**config.mk**
```make
export PLATFORM = sky130hd
export DESIGN_NAME = ps2_key_decoder
export DESIGN_NICKNAME = d
export VERILOG_FILES = /design/src/rtl/ps2_key_decoder.sv
export SDC_FILE = /design/constraint.sdc
export NUM_CORES = 1
export LEC_CHECK = 0
export ABC_AREA = 1
export BUFFER_PORTS_ARGS = -buffer_cell sky130_fd_sc_hd__buf_4
export CAP_MARGIN = 20
export CORE_ASPECT_RATIO = 1.2
export CORE_MARGIN = 10
export CORE_UTILIZATION = 50
export CTS_BUF_LIST = sky130_fd_sc_hd__clkbuf_4 sky130_fd_sc_hd__clkbuf_8
export CTS_CLUSTER_SIZE = 30
export DETAILED_ROUTE_END_ITERATION = 8
export GPL_ROUTABILITY_DRIVEN = 1
export PLACE_DENSITY = 0.81
export SETUP_SLACK_MARGIN = 0.15
export SYNTH_ARGS = -nofsm -noshare
export SYNTH_HDL_FRONTEND = slang
export SYNTH_SLANG_ARGS = --single-unit
```
**constraint.sdc**
```tcl
create_clock -name clk -period 1.7 [get_ports clk]
set_input_delay 0.34 -clock clk [delete_from_list [all_inputs] [get_ports clk]]
set_output_delay 0.34 -clock clk [all_outputs]
set_load 0.005 [all_outputs]
```
**src/rtl/ps2_key_decoder.sv**
```systemverilog
`timescale 1ns/1ps
// PS/2 set-2 scan-code decoder: make/break/E0 sequences -> held key, ASCII, press count.
// Outputs update one cycle after a byte is consumed; pops at most one byte every 2 cycles.
module ps2_key_decoder #(
  parameter int CNT_W = 8
) (
  input  logic             clk,
  input  logic             clrn,
  input  logic             ready,
  input  logic             overflow,
  input  logic [7:0]       data,
  output logic             nextdata_n,
  output logic [7:0]       key_code,
  output logic             key_ext,
  output logic [7:0]       key_ascii,
  output logic             key_valid,
  output logic             key_event,
  output logic [CNT_W-1:0] key_count,
  output logic             ovf_sticky
);

  localparam logic [7:0] CODE_EXT = 8'hE0;
  localparam logic [7:0] CODE_BRK = 8'hF0;

  typedef enum logic [1:0] {IDLE, EXT, BRK, EXT_BRK} state_t;

  state_t state, state_nxt;
  logic   take;
  logic   do_make, do_brk, code_ext;
  logic   same_key, new_press, release_key;

  // ready is only looked at while the previous pop strobe has been retired
  assign take = ready & nextdata_n;

  function automatic logic [7:0] set2_ascii(input logic [7:0] c);
    logic [7:0] a;
    a = 8'h00;
    case (c)
      8'h1C: a = 8'h61; 8'h32: a = 8'h62; 8'h21: a = 8'h63; 8'h23: a = 8'h64;
      8'h24: a = 8'h65; 8'h2B: a = 8'h66; 8'h34: a = 8'h67; 8'h33: a = 8'h68;
      8'h43: a = 8'h69; 8'h3B: a = 8'h6A; 8'h42: a = 8'h6B; 8'h4B: a = 8'h6C;
      8'h3A: a = 8'h6D; 8'h31: a = 8'h6E; 8'h44: a = 8'h6F; 8'h4D: a = 8'h70;
      8'h15: a = 8'h71; 8'h2D: a = 8'h72; 8'h1B: a = 8'h73; 8'h2C: a = 8'h74;
      8'h3C: a = 8'h75; 8'h2A: a = 8'h76; 8'h1D: a = 8'h77; 8'h22: a = 8'h78;
      8'h35: a = 8'h79; 8'h1A: a = 8'h7A;
      8'h45: a = 8'h30; 8'h16: a = 8'h31; 8'h1E: a = 8'h32; 8'h26: a = 8'h33;
      8'h25: a = 8'h34; 8'h2E: a = 8'h35; 8'h36: a = 8'h36; 8'h3D: a = 8'h37;
      8'h3E: a = 8'h38; 8'h46: a = 8'h39;
      8'h29: a = 8'h20; 8'h5A: a = 8'h0D;
      default: a = 8'h00;
    endcase
    return a;
  endfunction

  always_ff @(posedge clk or negedge clrn) begin
    if (!clrn) state <= IDLE;
    else       state <= state_nxt;
  end

  always_comb begin
    state_nxt   = state;
    do_make     = 1'b0;
    do_brk      = 1'b0;
    code_ext    = 1'b0;
    same_key    = 1'b0;
    new_press   = 1'b0;
    release_key = 1'b0;
    if (take) begin
      case (state)
        IDLE: begin
          if (data == CODE_EXT)      state_nxt = EXT;
          else if (data == CODE_BRK) state_nxt = BRK;
          else                       do_make   = 1'b1;
        end
        EXT: begin
          if (data == CODE_BRK) state_nxt = EXT_BRK;
          else if (data != CODE_EXT) begin
            do_make   = 1'b1;
            code_ext  = 1'b1;
            state_nxt = IDLE;
          end
        end
        BRK: begin
          do_brk    = 1'b1;
          state_nxt = IDLE;
        end
        EXT_BRK: begin
          do_brk    = 1'b1;
          code_ext  = 1'b1;
          state_nxt = IDLE;
        end
        default: state_nxt = IDLE;
      endcase
    end
    // a make of the already-held key is typematic repeat
    same_key    = key_valid && (data == key_code) && (code_ext == key_ext);
    new_press   = do_make && !same_key;
    release_key = do_brk && same_key;
  end

  always_ff @(posedge clk or negedge clrn) begin
    if (!clrn) begin
      nextdata_n <= 1'b1;
      key_code   <= 8'h00;
      key_ext    <= 1'b0;
      key_ascii  <= 8'h00;
      key_valid  <= 1'b0;
      key_event  <= 1'b0;
      key_count  <= '0;
      ovf_sticky <= 1'b0;
    end else begin
      nextdata_n <= ~take;
      key_event  <= new_press;
      if (new_press) begin
        key_code  <= data;
        key_ext   <= code_ext;
        key_ascii <= code_ext ? 8'h00 : set2_ascii(data);
        key_valid <= 1'b1;
        key_count <= key_count + 1'b1;
      end else if (release_key) begin
        key_valid <= 1'b0;
      end
      if (overflow) ovf_sticky <= 1'b1;
    end
  end

endmodule

```
* Word level (Yosys, flattened, before mapping)
Memory sizes are Yosys's and may differ from the RTL's. Cells that the tools add are included. Widths: inputs -> output; s select.
Storage, ports and cells: flip-flop bits (word level) 31, memory bits (read-only) 896, input port bits 12, output and inout bits 29, word-level logic and storage cells 51, memories 1
Cells by class: add/subtract/negate cells 1, equal/unequal tests 10, muxes and demuxes 19, bitwise gates (word level) 2, reduce and logical (&&, ||, !) cells 9
Memories:
- (no name shown) | words 128, width 7, rd ports 1, clocked after Yosys merged registers in 0, wr ports 0, line 38 | case (c)
Operator list (number):
- $eq 8x8->1 const B | 2
- $mux 8 | 2
- $mux 1 | 10
- $add 8x1->8 const B | 1
- $eq 8x8->1 | 1
- $mux 2 | 4
- $ne 8x8->1 const B | 1
- $ne 3x3->1 const B | 2
- $pmux 2 s3 | 1
- $eq 2x2->1 const B | 2
- $logic_and 1x1->1 | 4
- $pmux 1 s2 | 2
- $reduce_and 3->1 | 1
- $eq 2x1->1 const B | 1
- $logic_not 2->1 | 1
- $reduce_bool 2->1 | 1
- $reduce_or 2->1 | 1
- $and 1x1->1 | 1
- $eq 1x1->1 | 1
- $logic_not 1->1 | 1
- $not 1->1 | 1

* Logic depth before layout (Yosys ltp)
word-level depth 10, depth in mapped cells 14, gate-level depth less buffers 13

* Worst setup path before layout
OpenSTA, ideal clock, no wires.
path kind in2reg, start point in data[1], end point reg key_ascii[4], library setup time 0.118 ns, arrival time 1.673 ns, slack -0.091 ns, stages 14, buffers on the path 1, cells stage by stage inv_1 > ha_1 > nand2_1 > nor2_1 > nand2_1 > nand2_2 > nand2_2 > nand2_2 > nand2_2 > nand3_4 > nand2_4 > buf_6 > nand2_1 > nand2_1
On the way: word-level cells in the longest chain between the ends 9, elaborated cells between the ends (all ways) 20, those cells by class eq/ne: 5; mux: 10; reduce/logical: 4; memory: 1
RTL lines:
- from (decl) | line 11 | input logic [7:0] data,
- $ne 8x8->1 | line 77 | else if (data != CODE_EXT) begin
- $mux 1 | line 77
- $mux 1 | line 76 | if (data == CODE_BRK) state_nxt = EXT_BRK;
- $pmux 1 s2 | line 69 | case (state)
- $mux 1 | line 68 | if (take) begin
- $eq 1x1->1 | line 96 | same_key = key_valid && (data == key_code) && (code_ext == key_ext);
- $logic_and 1x1->1 | line 96
- $logic_not 1->1 | line 97 | new_press = do_make && !same_key;
- $logic_and 1x1->1 | line 97
- to (signal assigned) | line 117 | key_ascii <= code_ext ? 8'h00 : set2_ascii(data);
- to (decl) | line 15 | output logic [7:0] key_ascii,
Parallel ways exist; a longest one is shown, timed or not. A chain may end at the register's enable or synchronous reset.

* Final worst setup path
start point reg key_code[3], end point reg key_ascii[2]
On the way: word-level cells in the longest chain between the ends 5
RTL lines:
- from (decl) | line 13 | output logic [7:0] key_code,
- from (signal assigned) | line 115 | key_code <= data;
- $eq 8x8->1 | line 96
- $logic_and 1x1->1 (2 in series) | line 96
- $logic_not 1->1 | line 97
- $logic_and 1x1->1 | line 97
Every way passes these cells.

==> run metrics <==
status complete, but fails checks; violated checks setup timing; share of cells above drive strength 1 0.404; die height 94.7 um; footprint of the multi-input gates 1640 sq um; syn_nets 379; # rows 27; first-pass GRT wire length 13700 um; Die X-Extent 82.3 um; final slew viol count 0; HP Start overflow; crit-path most repeated cell nand2_1; startpoint type of the worst setup path flop; Area Overhead vs Synth 52.6%; core region area 4560 sq um; Reg area 752 sq um; Post-Syn Area 2330 sq um; commonest non-fill, non-tap cells in the layout nand2_1, buf_4, inv_1; crit path from key_code[3]$_DFFE_PN0P_; Synth Warn # 0; Max VDD drop 1040 uV; vias per cell 6.12; gr ovfl total 0; worst-path cell chain nand2_1 > o21ai_0 > nor2_1 > nand3_2 > nor2_4 > nand3_4 > buf_12 > buf_8 > nand4_1 > nand2_1; Critical Path RT 1880 ps; Hold EP ovf_sticky$_DFFE_PN0P_; via count 3109; WS Path Type reg2reg; Sink Count 30; Seq cells post-synth 30; clock slew at reported path FFs 70 ps; I/O Pins 41; RSZ-0062 raised after global routing true; vias in the first global route 2855; final worst-path setup slack -165 ps; total wire length 10600 um; setup_tns -1920 ps; Synth Area per Inst 6.48 sq um; drt first pass iters 7; Max Cap Viol 0; CTS tree done; largest net degree at the start of global routing 31; cell area after layout 3550 sq um; Tmin final 1870 ps; CP max stage delay 460 ps; Seq/Total Area, Yosys 0.323; reg2reg start key_code[3]$_DFFE_PN0P_; largest fanout on the critical path 6; per-cell routed wire length 20.9 um; Critical Path AT 2040 ps; Gate Count Post-Synth 359; CP Capture Type flop; initial core utilization 0.510; post-DP HPWL 5670 um; Clock Skew 10.3 ps; Fin. Hold Viols 0; commonest non-fill, non-tap cell in the layout nand2_1; CTS root buffer clkbuf_8; PortBufs 39; fmax 536 MHz; Power per Cell Area 736 nW/um^2; Clock Latency Late Sink 290 ps; library cells used by synthesis 32; hold path depth 2; cts bufs inserted 5; count of final setup violators 25; drt first-iter violations 384; post-place instance area 2900 sq um; reg2reg setup slack -170 ps; R2R depth 10; critical path's slowest cell dfrtp_1; die area 7790 sq um; r2r endpoint key_ascii[2]$_DFFE_PN0P_; NumNets Final 469; Fillers 293; Clock Path Buffers 2; Post-synth EDFFs 0; Inserted Diodes 0; gpl congestion 0.956; leakage power total 0.00190 uW; Tcrit/Tclk final 1.10; Detail Route Antenna Nets 0; Hold Crit Class in2reg; ys async rst share 1.00; ys flop type dfrtp_1; initial antenna violation count 0; htree depth 2; Hold WS 273 ps; GRT Resource Usage Total 0.225; drc violations 0
final cells by class:
| cell class | instances | share of cell area |
|---|---|---|
| Clock buffer | 6 | 0.0215 |
| Clock inverter | 2 | 0.00282 |
| Inverter | 38 | 0.0413 |
| Multi-Input combinational cell | 277 | 0.461 |
| Sequential cell | 30 | 0.212 |
| Tap cell | 58 | 0.0205 |
| Timing Repair Buffer | 97 | 0.241 |
kinds of logic (layout without fill, tap and decap cells):
| group | after synthesis | in the layout | share of synthesized area |
|---|---|---|---|
| compound gates | 32 | 32 | 0.0748 |
| xor+xnor | 9 | 9 | 0.0339 |
| fa+ha+maj | 8 | 8 | 0.0430 |
| buf+inv | 53 | 143 | 0.102 |
| flops | 30 | 30 | 0.323 |
| other cells | 1 | 1 | 0.00161 |
| simple gates | 226 | 227 | 0.422 |
how the worst max path moves through the flow:
| stage | cells after the start | to | slack, ps |
|---|---|---|---|
| final | 10 | key_ascii[2]$_DFFE_PN0P_ | -170 |
| after global routing | 10 | key_ascii[2]$_DFFE_PN0P_ | -220 |
| after CTS | 9 | key_ascii[1]$_DFFE_PN0P_ | 120 |
| after detailed placement | 14 | key_ascii[6]$_DFFE_PN0P_ | -220 |
| after floorplan | 14 | key_ascii[4]$_DFFE_PN0P_ | 40 |
| after global placement | 14 | key_ascii[4]$_DFFE_PN0P_ | -150 |
what timing repair did:
| item | in CTS | in global routing |
|---|---|---|
| setup buffers | 16 | 4 |
| endpoints found under the setup margin | 25 | 27 |
| resized for setup | 17 | 72 |
| pin swaps | 12 | 29 |
| endpoints found under the hold margin | 29 | 0 |
| gates cloned | 3 | 0 |
| hold buffers | 1 | 0 |
synthesized netlist by cell type, types with 3 or more instances:
library cell | number | area [sq um]
nor2_1 | 29 | 109
nand2_2 | 6 | 37.5
ha_1 | 8 | 100
xnor2_1 | 3 | 26.3
a21oi_1 | 12 | 60.1
nand2_1 | 131 | 492
nand4_1 | 5 | 31.3
xor2_1 | 6 | 52.6
o21ai_0 | 14 | 70.1
inv_1 | 34 | 128
buf_2 | 9 | 45.0
dfrtp_1 | 29 | 726
nand3_1 | 46 | 230
inv_2 | 4 | 15.0
critical path: cells and delay by family, from the launching register on:
family	cells	cell delay [ps]
DFF	1	460
buffers and inverters	2	300
AOI/OAI and AO/OA	1	90
and+or+nand+nor	7	910
registers in the layout, indices dropped and copies added, names as in the netlist:
signal and flops:
key_ascii 7, key_count 8, nextdata_n 1, ovf_sticky 1
key_ext 1, key_valid 1, key_event 1, state 2
key_code 8
where the power goes:
part,internal [uW],switching (uW)
sequential,822,157
clock,300,301
combinational,454,577
total,1580,1030
routing by layer:
layer / routed length [um] / up-vias / global-route usage
li1: - / 1315 / -
met4: 846 / 0 / 0.155
met5: 0 / - / 0
met3: 1050 / 84 / 0.0428
met1: 3770 / 1428 / 0.249
met2: 4930 / 282 / 0.377
through the flow:
step	utilization	cells	worst slack (ps)	power (uW)
after floorplan	-	359	41.4	1350
after global placement	0.636	476	-146	1710
after detailed placement	0.636	476	-221	1730
after CTS	0.715	504	121	2350
after global routing	0.778	508	-221	2720
final	0.778	508	-165	2610
Power figures use the tool's default switching activity.
